--- config.mk ---
export PLATFORM = sky130hd
export DESIGN_NAME = dmem_arbiter
export DESIGN_NICKNAME = d
export VERILOG_FILES = /design/src/rtl/dmem_arbiter_pkg.sv /design/src/rtl/dmem_arbiter_rr_arbiter2.sv /design/src/rtl/dmem_arbiter.sv
export SDC_FILE = /design/constraint.sdc
export NUM_CORES = 1
export LEC_CHECK = 0
export BUFFER_PORTS_ARGS = -buffer_cell sky130_fd_sc_hd__buf_4
export CELL_PAD_IN_SITES_DETAIL_PLACEMENT = 1
export CELL_PAD_IN_SITES_GLOBAL_PLACEMENT = 2
export CORE_MARGIN = 5
export CORE_UTILIZATION = 16
export CTS_CLUSTER_DIAMETER = 100
export DETAILED_ROUTE_END_ITERATION = 8
export PLACE_DENSITY = 0.84
export SLEW_MARGIN = 20
export SYNTH_ARGS = -nofsm -noshare
export SYNTH_HDL_FRONTEND = slang
export SYNTH_SLANG_ARGS = --single-unit
--- constraint.sdc ---
create_clock -name CLK -period 1.2 [get_ports CLK]
set_input_delay 0.12 -clock CLK [delete_from_list [all_inputs] [get_ports CLK]]
set_output_delay 0.12 -clock CLK [all_outputs]
set_load 0.03 [all_outputs]
--- src/rtl/dmem_arbiter_pkg.sv ---
// Shared types and constants for the data-memory arbiter.
package dmem_arbiter_pkg;

    localparam int unsigned WORD_LENGTH      = 32;
    localparam int unsigned DMEM_MAX_LATENCY = 7;
    localparam int unsigned DMEM_CNT_W       = 3;

    typedef enum logic {ARB_IDLE, ARB_WAIT} dmem_arb_state_t;
    typedef enum logic {REQ_P, REQ_D} dmem_req_id_t;

    // Value loaded into the WAIT down-counter at the read-grant edge.
    function automatic logic [DMEM_CNT_W-1:0] dmem_cnt_init(input int unsigned latency);
        return DMEM_CNT_W'(latency - 1);
    endfunction

endpackage

--- src/rtl/dmem_arbiter_rr_arbiter2.sv ---
// Combinational two-way round-robin pick; the last-grant history lives in the caller.
module rr_arbiter2 (
    input  logic req0,
    input  logic req1,
    input  logic last,  // 1 = requester 1 was granted most recently
    output logic gnt0,
    output logic gnt1
);

    always_comb begin
        gnt0 = req0 & (~req1 | last);
        gnt1 = req1 & (~req0 | ~last);
    end

endmodule

--- src/rtl/dmem_arbiter.sv ---
// Shares the single-port DataMemory between the pipeline MEM stage (P) and the
// debug/loader port (D); sequences fixed-latency reads and generates p_stall.
module dmem_arbiter #(
    parameter int unsigned MEM_LATENCY = 1,
    parameter int unsigned WORD_LENGTH = dmem_arbiter_pkg::WORD_LENGTH
) (
    input  logic                   CLK,
    input  logic                   Reset,

    input  logic                   p_req,
    input  logic                   p_we,
    input  logic [2:0]             p_funct3,
    input  logic [WORD_LENGTH-1:0] p_addr,
    input  logic [WORD_LENGTH-1:0] p_wdata,
    output logic                   p_gnt,
    output logic                   p_rvalid,
    output logic [WORD_LENGTH-1:0] p_rdata,
    output logic                   p_stall,

    input  logic                   d_req,
    input  logic                   d_we,
    input  logic [2:0]             d_funct3,
    input  logic [WORD_LENGTH-1:0] d_addr,
    input  logic [WORD_LENGTH-1:0] d_wdata,
    output logic                   d_gnt,
    output logic                   d_rvalid,
    output logic [WORD_LENGTH-1:0] d_rdata,

    output logic                   m_en,
    output logic                   m_we,
    output logic [2:0]             m_funct3,
    output logic [WORD_LENGTH-1:0] m_addr,
    output logic [WORD_LENGTH-1:0] m_wdata,
    input  logic [WORD_LENGTH-1:0] m_rdata
);

    import dmem_arbiter_pkg::*;

    if (MEM_LATENCY < 1 || MEM_LATENCY > DMEM_MAX_LATENCY) begin : g_bad_latency
        $error("dmem_arbiter: MEM_LATENCY out of range 1..7");
    end

    localparam logic [DMEM_CNT_W-1:0] CNT_INIT = dmem_cnt_init(MEM_LATENCY);

    dmem_arb_state_t        state_q, state_d;
    dmem_req_id_t           last_gnt_q, last_gnt_d;
    dmem_req_id_t           owner_q, owner_d;
    logic [DMEM_CNT_W-1:0]  cnt_q, cnt_d;
    logic                   p_pending_q, p_pending_d;
    logic                   d_pending_q, d_pending_d;
    logic                   p_rvalid_q, p_rvalid_d;
    logic                   d_rvalid_q, d_rvalid_d;
    logic [WORD_LENGTH-1:0] p_rdata_q, p_rdata_d;
    logic [WORD_LENGTH-1:0] d_rdata_q, d_rdata_d;

    logic idle;
    logic arb_req_p;
    logic arb_req_d;
    logic arb_last;
    logic arb_gnt_p;
    logic arb_gnt_d;

    // Requests are only visible to the arbiter in IDLE, so no grant can leak into WAIT.
    always_comb begin
        idle      = (state_q == ARB_IDLE);
        arb_req_p = p_req & idle;
        arb_req_d = d_req & idle;
        arb_last  = (last_gnt_q == REQ_D);
    end

    rr_arbiter2 u_rr_arbiter2 (
        .req0 (arb_req_p),
        .req1 (arb_req_d),
        .last (arb_last),
        .gnt0 (arb_gnt_p),
        .gnt1 (arb_gnt_d)
    );

    always_comb begin
        p_gnt    = arb_gnt_p;
        d_gnt    = arb_gnt_d;
        m_en     = arb_gnt_p | arb_gnt_d;
        m_we     = 1'b0;
        m_funct3 = '0;
        m_addr   = '0;
        m_wdata  = '0;
        if (arb_gnt_p) begin
            m_we     = p_we;
            m_funct3 = p_funct3;
            m_addr   = p_addr;
            m_wdata  = p_wdata;
        end else if (arb_gnt_d) begin
            m_we     = d_we;
            m_funct3 = d_funct3;
            m_addr   = d_addr;
            m_wdata  = d_wdata;
        end
    end

    always_comb begin
        state_d     = state_q;
        last_gnt_d  = last_gnt_q;
        owner_d     = owner_q;
        cnt_d       = cnt_q;
        p_pending_d = p_pending_q;
        d_pending_d = d_pending_q;
        p_rvalid_d  = 1'b0;
        d_rvalid_d  = 1'b0;
        p_rdata_d   = p_rdata_q;
        d_rdata_d   = d_rdata_q;

        unique case (state_q)
            ARB_IDLE: begin
                if (m_en) begin
                    last_gnt_d = arb_gnt_p ? REQ_P : REQ_D;
                    if (!m_we) begin
                        owner_d = last_gnt_d;
                        cnt_d   = CNT_INIT;
                        state_d = ARB_WAIT;
                        if (arb_gnt_p) begin
                            p_pending_d = 1'b1;
                        end else begin
                            d_pending_d = 1'b1;
                        end
                    end
                end
            end
            ARB_WAIT: begin
                if (cnt_q == '0) begin
                    state_d = ARB_IDLE;
                    if (owner_q == REQ_P) begin
                        p_rdata_d   = m_rdata;
                        p_rvalid_d  = 1'b1;
                        p_pending_d = 1'b0;
                    end else begin
                        d_rdata_d   = m_rdata;
                        d_rvalid_d  = 1'b1;
                        d_pending_d = 1'b0;
                    end
                end else begin
                    cnt_d = cnt_q - 1'b1;
                end
            end
            default: state_d = ARB_IDLE;
        endcase
    end

    always_ff @(posedge CLK) begin
        if (Reset) begin
            state_q     <= ARB_IDLE;
            last_gnt_q  <= REQ_D;
            owner_q     <= REQ_P;
            cnt_q       <= '0;
            p_pending_q <= 1'b0;
            d_pending_q <= 1'b0;
            p_rvalid_q  <= 1'b0;
            d_rvalid_q  <= 1'b0;
            p_rdata_q   <= '0;
            d_rdata_q   <= '0;
        end else begin
            state_q     <= state_d;
            last_gnt_q  <= last_gnt_d;
            owner_q     <= owner_d;
            cnt_q       <= cnt_d;
            p_pending_q <= p_pending_d;
            d_pending_q <= d_pending_d;
            p_rvalid_q  <= p_rvalid_d;
            d_rvalid_q  <= d_rvalid_d;
            p_rdata_q   <= p_rdata_d;
            d_rdata_q   <= d_rdata_d;
        end
    end

    always_comb begin
        p_rvalid = p_rvalid_q;
        d_rvalid = d_rvalid_q;
        p_rdata  = p_rdata_q;
        d_rdata  = d_rdata_q;
        p_stall  = (p_req & ~arb_gnt_p) | p_pending_q;
    end

    a_one_grant : assert property (@(posedge CLK) disable iff (Reset) !(p_gnt && d_gnt));
    a_no_en_in_wait : assert property (@(posedge CLK) disable iff (Reset)
                                       !(m_en && state_q == ARB_WAIT));

endmodule

==> results of run 1 <==
area by class of cell:
cell class                      count  area, um2
Sequential cell                    73       1470
Inverter                            6       25.0
Multi-Input combinational cell    303       2800
Tap cell                          280        350
Clock buffer                        9        225
Clock inverter                      7        126
Timing Repair Buffer              367       3410
Fill cell                        2444      13200
sequential cells by signal, indices dropped and copies added (netlist names):
register	count
p_rdata	32
cnt_q	3
d_rdata	32
arb_last	1
p_rvalid	1
owner_q	1
d_rvalid	1
state_q	1
p_pending_q	1
power breakdown:
group,switching [mW],internal [mW]
Sequential,0.0899,2.54
Clock,1.16,2.06
Combinational,2.04,1.90
Total,3.29,6.49
placed cells by master, fill, tap and decap left out, types with 2 or more instances in the layout:
cell type,instances
sky130_fd_sc_hd__dfxtp_2,3
sky130_fd_sc_hd__nor2b_1,2
sky130_fd_sc_hd__buf_6,63
sky130_fd_sc_hd__nand2_1,49
sky130_fd_sc_hd__inv_1,3
sky130_fd_sc_hd__buf_4,273
sky130_fd_sc_hd__a21oi_2,61
sky130_fd_sc_hd__buf_8,5
sky130_fd_sc_hd__a21oi_1,4
sky130_fd_sc_hd__buf_12,15
sky130_fd_sc_hd__o21ai_0,3
sky130_fd_sc_hd__nor2_4,3
sky130_fd_sc_hd__bufinv_16,3
sky130_fd_sc_hd__nor2b_2,2
sky130_fd_sc_hd__nor2_2,2
sky130_fd_sc_hd__nand2_4,52
sky130_fd_sc_hd__dfxtp_1,69
sky130_fd_sc_hd__nand2_2,30
sky130_fd_sc_hd__nor2_1,4
sky130_fd_sc_hd__or4_1,2
sky130_fd_sc_hd__inv_2,2
sky130_fd_sc_hd__ha_4,2
sky130_fd_sc_hd__nor4bb_4,3
sky130_fd_sc_hd__o211ai_1,3
sky130_fd_sc_hd__a22o_2,45
sky130_fd_sc_hd__a22o_4,23
sky130_fd_sc_hd__clkbuf_16,20
metal layers:
layer  vias to the layer above  share of wire, %  track usage, %  wire length [um]
li1                       2170                 -               -                 -
met1                      2289                38            14.7              8110
met2                       179                54            25.0             11500
met3                        25               7.1            5.31              1520
met4                         0               1.6            3.24               343
met5                         -                 0               0                 0
per-stage QoR:
step	power [mW]	setup WS, ns	cell area, um2
global route	10.2	-0.637	8410
CTS	9.10	-0.569	6990
floorplan	4.33	-0.122	3700
global placement	5.68	-0.226	6480
finish	9.78	-0.555	8410
detailed placement	5.71	-0.261	6480
critical path: stages, from the launching register on:
cell	delay [ns]
sky130_fd_sc_hd__dfxtp_2	0.34
sky130_fd_sc_hd__a21bo_4	0.22
sky130_fd_sc_hd__nor2_4	0.13
sky130_fd_sc_hd__buf_12	0.15
sky130_fd_sc_hd__clkbuf_16	0.17
sky130_fd_sc_hd__a22o_2	0.16
sky130_fd_sc_hd__buf_6	0.12
repair_timing:
item	CTS	global route
resized for setup	45	244
setup endpoints to repair	140	142
gates cloned	0	16
setup buffers	0	13
pin swaps	4	101
final timing paths:
path	from	end	slack [ns]	depth (start not counted)
worst min-delay path	m_rdata[22]	d_rdata[22]	0.03	3
worst max register to register	cnt_q[0]	d_rdata[13]	-0.26	6
worst min register to register	p_rdata[24]	p_rdata[24]	0.46	2
worst max-delay path	arb_last	m_addr[19]	-0.56	6
cell families after synthesis:
| group | Yosys count | synth area share [%] |
|---|---|---|
| AO/OA/AOI/OAI | 146 | 30.5 |
| flip-flops | 73 | 42.0 |
| adder cells (fa/ha/maj) | 2 | 0.720 |
| buffers and inverters | 44 | 6.80 |
| AND/OR/NAND/NOR | 155 | 19.9 |
==> Implementation_results.wiki, run 1 <==
{| class="wikitable"
! Metric !! Value
|-
| Result of the run || finished with violations
|-
| Failing checks || setup timing
|-
| Drt total wl || 21,500 um
|-
| Period minus WS final || roughly 1.8 ns
|-
| ANT cells || 0
|-
| Insertion delay to the later sink of the worst-skew pair || 0.34 ns
|-
| Most used standard cell by instance count after synthesis || sky130_fd_sc_hd__nand2_1
|-
| Top cells by area, synth || sky130_fd_sc_hd__dfxtp_1 42%, sky130_fd_sc_hd__a22o_1 17%, sky130_fd_sc_hd__nand2_1 13%, sky130_fd_sc_hd__a21oi_1 7.9%, sky130_fd_sc_hd__buf_2 3.9%
|-
| Number of remaining DRC errors || 0
|-
| Startpoint kind of the worst setup timing path || flop
|-
| EDFF count, synth || 0
|-
| Share of synthesized area occupied by flip-flops and latches || 42.0%
|-
| Initial core utilization || between 15 and 20%
|-
| Pwr Density || 1160 nW/um2
|-
| Cell total after placement || about 1,000
|-
| Most used flip-flop cell after synthesis || sky130_fd_sc_hd__dfxtp_1
|-
| Dominant cell type by area after synthesis || sky130_fd_sc_hd__dfxtp_1
|-
| Least setup slack across all paths after layout || -0.555 ns
|-
| Final hold vios || 0
|-
| Worst Path Arrival || approximately 1.6 ns
|-
| Syn_area_per_cell || 8.28 um2
|-
| Die outline width || approximately 160 um
|-
| Endpoints failing setup || 142
|-
| Post-detailed-route wirelength per cell || 20.6 um
|-
| Die area || 24,800 um2
|-
| Worst slew pin tran || 0.456 ns
|-
| Worst path required time || 1.08 ns
|-
| YS warnings || 0
|-
| Max FO, Critical Path || 9
|-
| Total Neg Setup Slack || -51.27 ns
|-
| Port Buffers || ~310
|-
| Non-filler cells in the finished layout || roughly 1,000
|-
| # H-tree levels || 3
|-
| Number of maximum-capacitance violations || 0
|-
| CP Class || reg -> out
|-
| Number of nets with antenna violations after routing || 0
|-
| Fraction of post-synthesis cell area in the top cell type by area || 42.0%
|-
| Total routing usage reported by global routing || 13.6%
|-
| Clock slew seen by the registers of the worst setup and hold paths || 0.06 ns
|-
| Classification of the worst-slack hold path || in -> reg
|-
| Number of storage elements in the synthesis netlist || 73
|-
| Max-slew violation count || 0
|-
| Synth unique cells || 35
|-
| Share of cells above drive strength 1 || 81.2%
|-
| GP Congestion || ~0.86
|-
| Starting DRC count in detailed routing || 136
|-
| Number of clock sinks seen by CTS || 73
|-
| Number of global-route vias before repair || ~4,700
|-
| CTS hold repair buffers || 0
|-
| Detail Placement HPWL || between 10,000 and 15,000 um
|-
| Async SR Flop Fraction || 0%
|-
| Final #Nets || 934
|-
| Core Util, Final || between 30 and 40%
|-
| Antenna violations before repair || 0
|-
| Post-synthesis instance total || 420
|-
| Worst slew margin || ~70%
|-
| TritonRoute pass-1 iters || 4
|-
| Maximum buffer depth of the clock tree || 2
|-
| Mean number of vias per cell || ~4.5
|-
| Leakage Power || 3.93 nW
|-
| Floorplan Core Area || 21,600 um2
|-
| Largest net degree at the start of global routing || 63
|-
| Total via count after detailed routing || 4,663
|-
| Post-route fraction of the period consumed by the critical path || 146%
|-
| Cts bufs inserted || 9
|-
| Maximum ir drop on the vdd rail || 0.577 mV
|-
| Row cnt || 54
|-
| Most common library cells after synthesis || 121 x sky130_fd_sc_hd__nand2_1, 73 x sky130_fd_sc_hd__dfxtp_1, 68 x sky130_fd_sc_hd__a22o_1
|-
| Critical path capture point type || output port
|-
| Clock skew after layout || 0.00763 ns
|-
| Final worst hold slack || 0.0315 ns
|-
| Vert. Die Dim || 157 um
|-
| Post-synthesis instance area || 3480 um2
|-
| Area growth from synthesis to final layout || 142%
|-
| Global-route wire length before repair || around 26,000 um
|-
| Ports || 310
|-
| Unrepaired setup endpoints after global routing || true
|-
| Overflow left after global routing || 0
|-
| CTS tree || done
|-
| Cell at the root of the clock tree || sky130_fd_sc_hd__clkbuf_16
|-
| Maximum frequency from static timing analysis || 570 MHz
|-
| Synthesized Nets || slightly below 600
|}
No activity file was read; power rests on OpenSTA's default activity.
==> inputs of run 2 (changes only) <==
--- a/config.mk
+++ b/config.mk
@@ -12,7 +12,7 @@
 export CORE_UTILIZATION = 16
 export CTS_CLUSTER_DIAMETER = 100
 export DETAILED_ROUTE_END_ITERATION = 8
-export PLACE_DENSITY = 0.84
+export PLACE_DENSITY_LB_ADDON = 0.2
 export SLEW_MARGIN = 20
 export SYNTH_ARGS = -nofsm -noshare
 export SYNTH_HDL_FRONTEND = slang
==> Implementation_results.wiki, run 2 (synthesized netlist as in run 1, its figures left out) <==
{| class="wikitable"
! Metric !! Value
|-
| Result of the run || finished with violations
|-
| Failing checks || setup timing
|-
| Die area || 24,800 um2
|-
| CTS tree || done
|-
| Least setup slack across all paths after layout || -0.541 ns
|-
| Worst slew margin || 49.2%
|-
| Largest stage delay on the critical path || 0.33 ns
|-
| Cell total after placement || about 1,000
|-
| Largest net degree at the start of global routing || 45
|-
| Register area || 1470 um2
|-
| CP Class || reg -> out
|-
| Worst-path cell chain || nor2b_2 > nor2_4 > buf_12 > buf_16 > a22o_4 > buf_4
|-
| Largest delay contributor family on the critical path || buffers and inverters
|-
| Post-detailed-route wirelength per cell || roughly 22 um
|-
| Vert. Die Dim || 157 um
|-
| Startpoint kind of the worst setup timing path || flop
|-
| Capturing point of the worst reg2reg path || p_rdata[8]
|-
| Final #Nets || 937
|-
| Worst slew pin tran || ~0.76 ns
|-
| Row cnt || 54
|-
| Endpoints failing setup || 142
|-
| Worst Hold Endpoint || d_rdata[3]
|-
| Starting DRC count in detailed routing || 128
|-
| Non-filler cells in the finished layout || 1,055
|-
| Post-route fraction of the period consumed by the critical path || 145%
|-
| Overflow left after global routing || 0
|-
| Number of nets with antenna violations after routing || 0
|-
| Setup slack of the worst register-to-register path || -0.28 ns
|-
| Insertion delay to the later sink of the worst-skew pair || around 0.34 ns
|-
| Clock skew after layout || 0.00674 ns
|-
| Fill cell total of the finished layout || 2,442
|-
| Cts bufs inserted || 9
|-
| Unrepaired setup endpoints after global routing || true
|-
| Die outline width || 157 um
|-
| Ports || 310
|-
| Total routing usage reported by global routing || between 10% and 20%
|-
| Beginning of the worst register-to-register path || cnt_q[1]
|-
| Mean number of vias per cell || 4.42
|-
| Setup slack at placement || -0.257 ns
|-
| Max FO, Critical Path || 27
|-
| Total via count after detailed routing || 4,668
|-
| # H-tree levels || 3
|-
| Max-slew violation count || 0
|-
| Number of global-route vias before repair || 5,073
|-
| Number of cells traversed by the worst register-to-register path || 9
|-
| Maximum frequency from static timing analysis || 574 MHz
|-
| Clock slew seen by the registers of the worst setup and hold paths || 0.06 ns
|-
| Multi-input gate area in the final layout || 2860 um2
|-
| Critical path startpoint || arb_last
|-
| Floorplan Core Area || about 22,000 um2
|-
| Startpoint of the most critical hold path || m_rdata[3]
|-
| Drt total wl || 23,200 um
|-
| Global-route wire length before repair || ~31,000 um
|-
| Levels on crit path || 6
|-
| Number of maximum-capacitance violations || 0
|-
| Pwr Density || 1140 nW/um2
|-
| CP Buf/Inv Count || 3
|-
| Maximum buffer depth of the clock tree || 2
|-
| CTS hold repair buffers || 0
|-
| Worst path required time || about 1.1 ns
|-
| Antenna violations before repair || 7
|-
| Most common library cell in the layout ignoring fill and taps || sky130_fd_sc_hd__buf_4
|-
| Leakage Power || 3.94 nW
|-
| Detail Placement HPWL || 17,100 um
|-
| Cell at the root of the clock tree || sky130_fd_sc_hd__clkbuf_16
|-
| Port Buffers || between 300 and 400
|-
| Initial core utilization || 16.1%
|-
| Share of cells above drive strength 1 || 83.3%
|-
| Maximum ir drop on the vdd rail || about 0.63 mV
|-
| Worst Hold Depth || 3
|-
| Period minus WS final || 1.74 ns
|-
| Critical path capture point type || output port
|-
| Number of remaining DRC errors || 0
|-
| Commonest non-fill, non-tap cells in the layout || 284 x sky130_fd_sc_hd__buf_4, 75 x sky130_fd_sc_hd__nand2_4, 69 x sky130_fd_sc_hd__dfxtp_1
|-
| Critical Path Slowest Stage Cell || sky130_fd_sc_hd__dfxtp_2
|-
| Classification of the worst-slack hold path || in -> reg
|-
| Number of clock sinks seen by CTS || 73
|-
| GP Congestion || 0.831
|-
| Area growth from synthesis to final layout || 144%
|-
| Worst Path Arrival || 1.62 ns
|-
| Final hold vios || 0
|-
| TritonRoute pass-1 iters || 4
|}
-- run 2: cell types whose count changed in the layout (fill, tap and decap cells not counted), sizes merged --
cell,delta
inv,-1
clkinvlp,-1
buf,+8
diode,+8
clkbuf,-4
-- run 2: cell type report --
type                       instances  share of cell area (%)
clock inverter                     5                    1.22
timing repair buffer             370                    40.4
tap                              280                    4.12
inverter                           6                   0.265
antenna                            8                   0.236
clock buffer                      10                    2.70
sequential                        73                    17.3
multi-input combinational        303                    33.7
-- run 2: report_power, final --
| group | total, mW | internal, mW | switching (mW) |
|---|---|---|---|
| registers | 2.65 | 2.54 | 0.112 |
| clock network | 3.09 | 2.02 | 1.07 |
| logic | 3.90 | 1.88 | 2.02 |
| total | 9.65 | 6.44 | 3.21 |
-- run 2: through the flow --
stage | TNS [ns] | hold slack, ns | cell area [um2] | util [%] | total power [mW]
floorplan | -4.77 | 0.256 | 3700 | - | 4.33
global placement | -19.53 | 0.379 | 6460 | 29.9 | 5.70
detailed placement | -25.19 | 0.389 | 6460 | 29.9 | 5.72
CTS | -53.62 | 0.0242 | 7540 | 34.9 | 9.32
global route | -62.33 | 0.0321 | 8490 | 39.3 | 10.0
finish | -52.89 | 0.0401 | 8490 | 39.3 | 9.65
-- run 2: tightest hold or removal path: stages --
cell and delay (ns):
sky130_fd_sc_hd__buf_4 0.12, sky130_fd_sc_hd__nand2_2 0.05, sky130_fd_sc_hd__a21oi_2 0.04
-- run 2: worst max path at each step --
stage / endpoint
3_5_place_dp: p_rdata[8]
2_1_floorplan: m_wdata[29]
6_report: m_wdata[26]
3_3_place_gp: m_wdata[22]
5_1_grt: m_addr[2]
4_1_cts: m_wdata[29]
-- run 2: repair_timing --
action,in CTS,in global routing
pin swaps,37,108
setup endpoints to repair,141,144
buffers inserted,16,7
cloned,8,6
resized for setup,113,208
-- run 2: routing by layer --
layer	global-route usage (%)	share of wire, %
met1	17.1	34
met2	31.2	54
met3	6.57	9.0
met4	8.64	3.4
met5	0	0
==> inputs of run 3 (changes only) <==
--- a/config.mk
+++ b/config.mk
@@ -13,6 +13,7 @@
 export CTS_CLUSTER_DIAMETER = 100
 export DETAILED_ROUTE_END_ITERATION = 8
 export PLACE_DENSITY_LB_ADDON = 0.2
+export SKIP_LAST_GASP = 1
 export SLEW_MARGIN = 20
 export SYNTH_ARGS = -nofsm -noshare
 export SYNTH_HDL_FRONTEND = slang
==> constraint.sdc (replaced) <==
create_clock -name CLK -period 1.2 [get_ports CLK]
set_input_delay 0.3 -clock CLK [delete_from_list [all_inputs] [get_ports CLK]]
set_output_delay 0.3 -clock CLK [all_outputs]
set_load 0.03 [all_outputs]
==> Implementation_results.wiki, run 3 (synthesized netlist as in run 1, its figures left out) <==
{| class="wikitable"
! Metric !! Value
|-
| Commonest non-fill, non-tap cells in the layout || 312 x sky130_fd_sc_hd__buf_4, 70 x sky130_fd_sc_hd__nand2_1, 67 x sky130_fd_sc_hd__dfxtp_1
|-
| Pwr Density || 1100 nW/um2
|-
| Number of maximum-capacitance violations || 0
|-
| Unrepaired setup endpoints after global routing || true
|-
| Non-filler cells in the finished layout || 1,062
|-
| Die area || between 20,000 and 25,000 um2
|-
| Clock slew seen by the registers of the worst setup and hold paths || approximately 0.06 ns
|-
| Worst path required time || 0.90 ns
|-
| Critical Path Slowest Stage Cell || sky130_fd_sc_hd__dfxtp_2
|-
| Startpoint kind of the worst setup timing path || flop
|-
| Drt total wl || 23,100 um
|-
| Max-slew violation count || 0
|-
| Number of remaining DRC errors || 0
|-
| Row cnt || 54
|-
| Period minus WS final || between 1.5 and 2 ns
|-
| CP Buf/Inv Count || 3
|-
| Total routing usage reported by global routing || between 15 and 20%
|-
| Port Buffers || 309
|-
| CTS tree || done
|-
| Insertion delay to the later sink of the worst-skew pair || 0.34 ns
|-
| Final hold vios || 0
|-
| Global-route wire length before repair || 30,100 um
|-
| Pwr Total || around 9 mW
|-
| Critical path capture point type || output port
|-
| Leakage Power || roughly 3.9 nW
|-
| Maximum buffer depth of the clock tree || 2
|-
| Vert. Die Dim || 157 um
|-
| Number of global-route vias before repair || 4,988
|-
| Cts bufs inserted || 9
|-
| CTS hold repair buffers || 0
|-
| Post-route fraction of the period consumed by the critical path || 163%
|-
| Largest delay contributor family on the critical path || buffers and inverters
|-
| Maximum ir drop on the vdd rail || approximately 0.61 mV
|-
| Initial core utilization || about 16%
|-
| Cell total after placement || 999
|-
| Total Neg Setup Slack || -71.18 ns
|-
| GP Congestion || approximately 0.87
|-
| Result of the run || finished with violations
|-
| Total via count after detailed routing || 4,671
|-
| Fill cell total of the finished layout || around 2,500
|-
| Mean number of vias per cell || around 4.4
|-
| # H-tree levels || 3
|-
| Least setup slack across all paths after layout || -0.761 ns
|-
| Share of cells above drive strength 1 || 78.4%
|-
| Setup slack at placement || -0.524 ns
|-
| Worst Path Arrival || 1.66 ns
|-
| Worst slew margin || 65.9%
|-
| Area growth from synthesis to final layout || 135%
|-
| Worst-path cell chain || a21bo_2 > nor2_4 > buf_12 > clkbuf_16 > a22o_2 > buf_4
|-
| Worst slew pin tran || 0.512 ns
|-
| Floorplan Core Area || about 22,000 um2
|-
| Endpoints failing setup || 143
|-
| Cell at the root of the clock tree || sky130_fd_sc_hd__clkbuf_16
|-
| Antenna violations before repair || 9
|-
| Starting DRC count in detailed routing || between 90 and 100
|-
| Multi-input gate area in the final layout || 2630 um2
|-
| CP Class || reg -> out
|-
| Largest net degree at the start of global routing || 68
|-
| Ports || 310
|-
| Post-detailed-route wirelength per cell || 21.7 um
|-
| Failing checks || setup timing
|-
| Number of nets with antenna violations after routing || 0
|-
| Classification of the worst-slack hold path || in -> reg
|-
| Maximum frequency from static timing analysis || about 510 MHz
|-
| Max FO, Critical Path || 12
|-
| TritonRoute pass-1 iters || 4
|-
| Die outline width || around 160 um
|-
| Largest stage delay on the critical path || 0.33 ns
|-
| Final #Nets || roughly 940
|-
| Most common library cell in the layout ignoring fill and taps || sky130_fd_sc_hd__buf_4
|-
| Overflow left after global routing || 0
|-
| Detail Placement HPWL || 16,600 um
|-
| Number of clock sinks seen by CTS || 73
|-
| Register area || 1470 um2
|-
| Clock skew after layout || 0.00639 ns
|}
-- run 3: cell types whose count changed in the layout (fill, tap and decap cells not counted), sizes merged --
cell,change
clkbuf,+3
diode,+1
clkinvlp,+1
inv,-1
buf,+5
bufinv,-2
-- run 3: path summary, 6_finish.rpt --
kind	cells past startpoint	startpoint	slack, ns	to
max	6	arb_last	-0.76	m_addr[19]
min	3	m_rdata[15]	0.22	d_rdata[15]
max reg2reg	8	state_q	-0.34	d_rdata[12]
min reg2reg	2	p_rdata[23]	0.46	p_rdata[23]
-- run 3: tightest hold or removal path, delay by kind of cell --
family,cells,cell delay [ns]
AOI/OAI and AO/OA,1,0.04
buffers and inverters,1,0.13
and+or+nand+nor,1,0.06
-- run 3: cell type report --
type,instances,share of cell area [%]
repair buffers,377,41.4
clock inverters,3,0.521
clock buffers,11,2.97
inverters,6,0.306
diodes,9,0.276
well taps,280,4.29
flip-flops and latches,73,18.0
multi-input cells,303,32.2
-- run 3: per-layer routing --
layer	routed length, um	GRT usage (%)	part of all wire, %
met1	8280	16.6	36
met2	12600	29.7	54
met3	1690	5.83	7.3
met4	559	8.36	2.4
met5	0	0	0
-- run 3: repair_timing --
| action | 4_1_cts | 5_1_grt |
|---|---|---|
| setup endpoints to repair | 140 | 151 |
| pin swaps | 14 | 71 |
| setup buffers | 10 | 20 |
| gates resized for setup | 42 | 197 |
| gates cloned | 8 | 10 |
-- run 3: per-stage QoR --
stage | util (%) | hold slack, ns | area, um2
finish | 37.8 | 0.224 | 8170
global route | 37.8 | 0.210 | 8170
CTS | 33.3 | 0.204 | 7210
detailed placement | 30.0 | 0.451 | 6490
global placement | 30.0 | 0.445 | 6490
floorplan | - | 0.436 | 3770
-- run 3: where the power goes --
part	total [mW]	switching (mW)	internal (mW)
Sequential	2.61	0.0705	2.54
Clock	2.65	1.01	1.64
Combinational	3.76	1.95	1.81
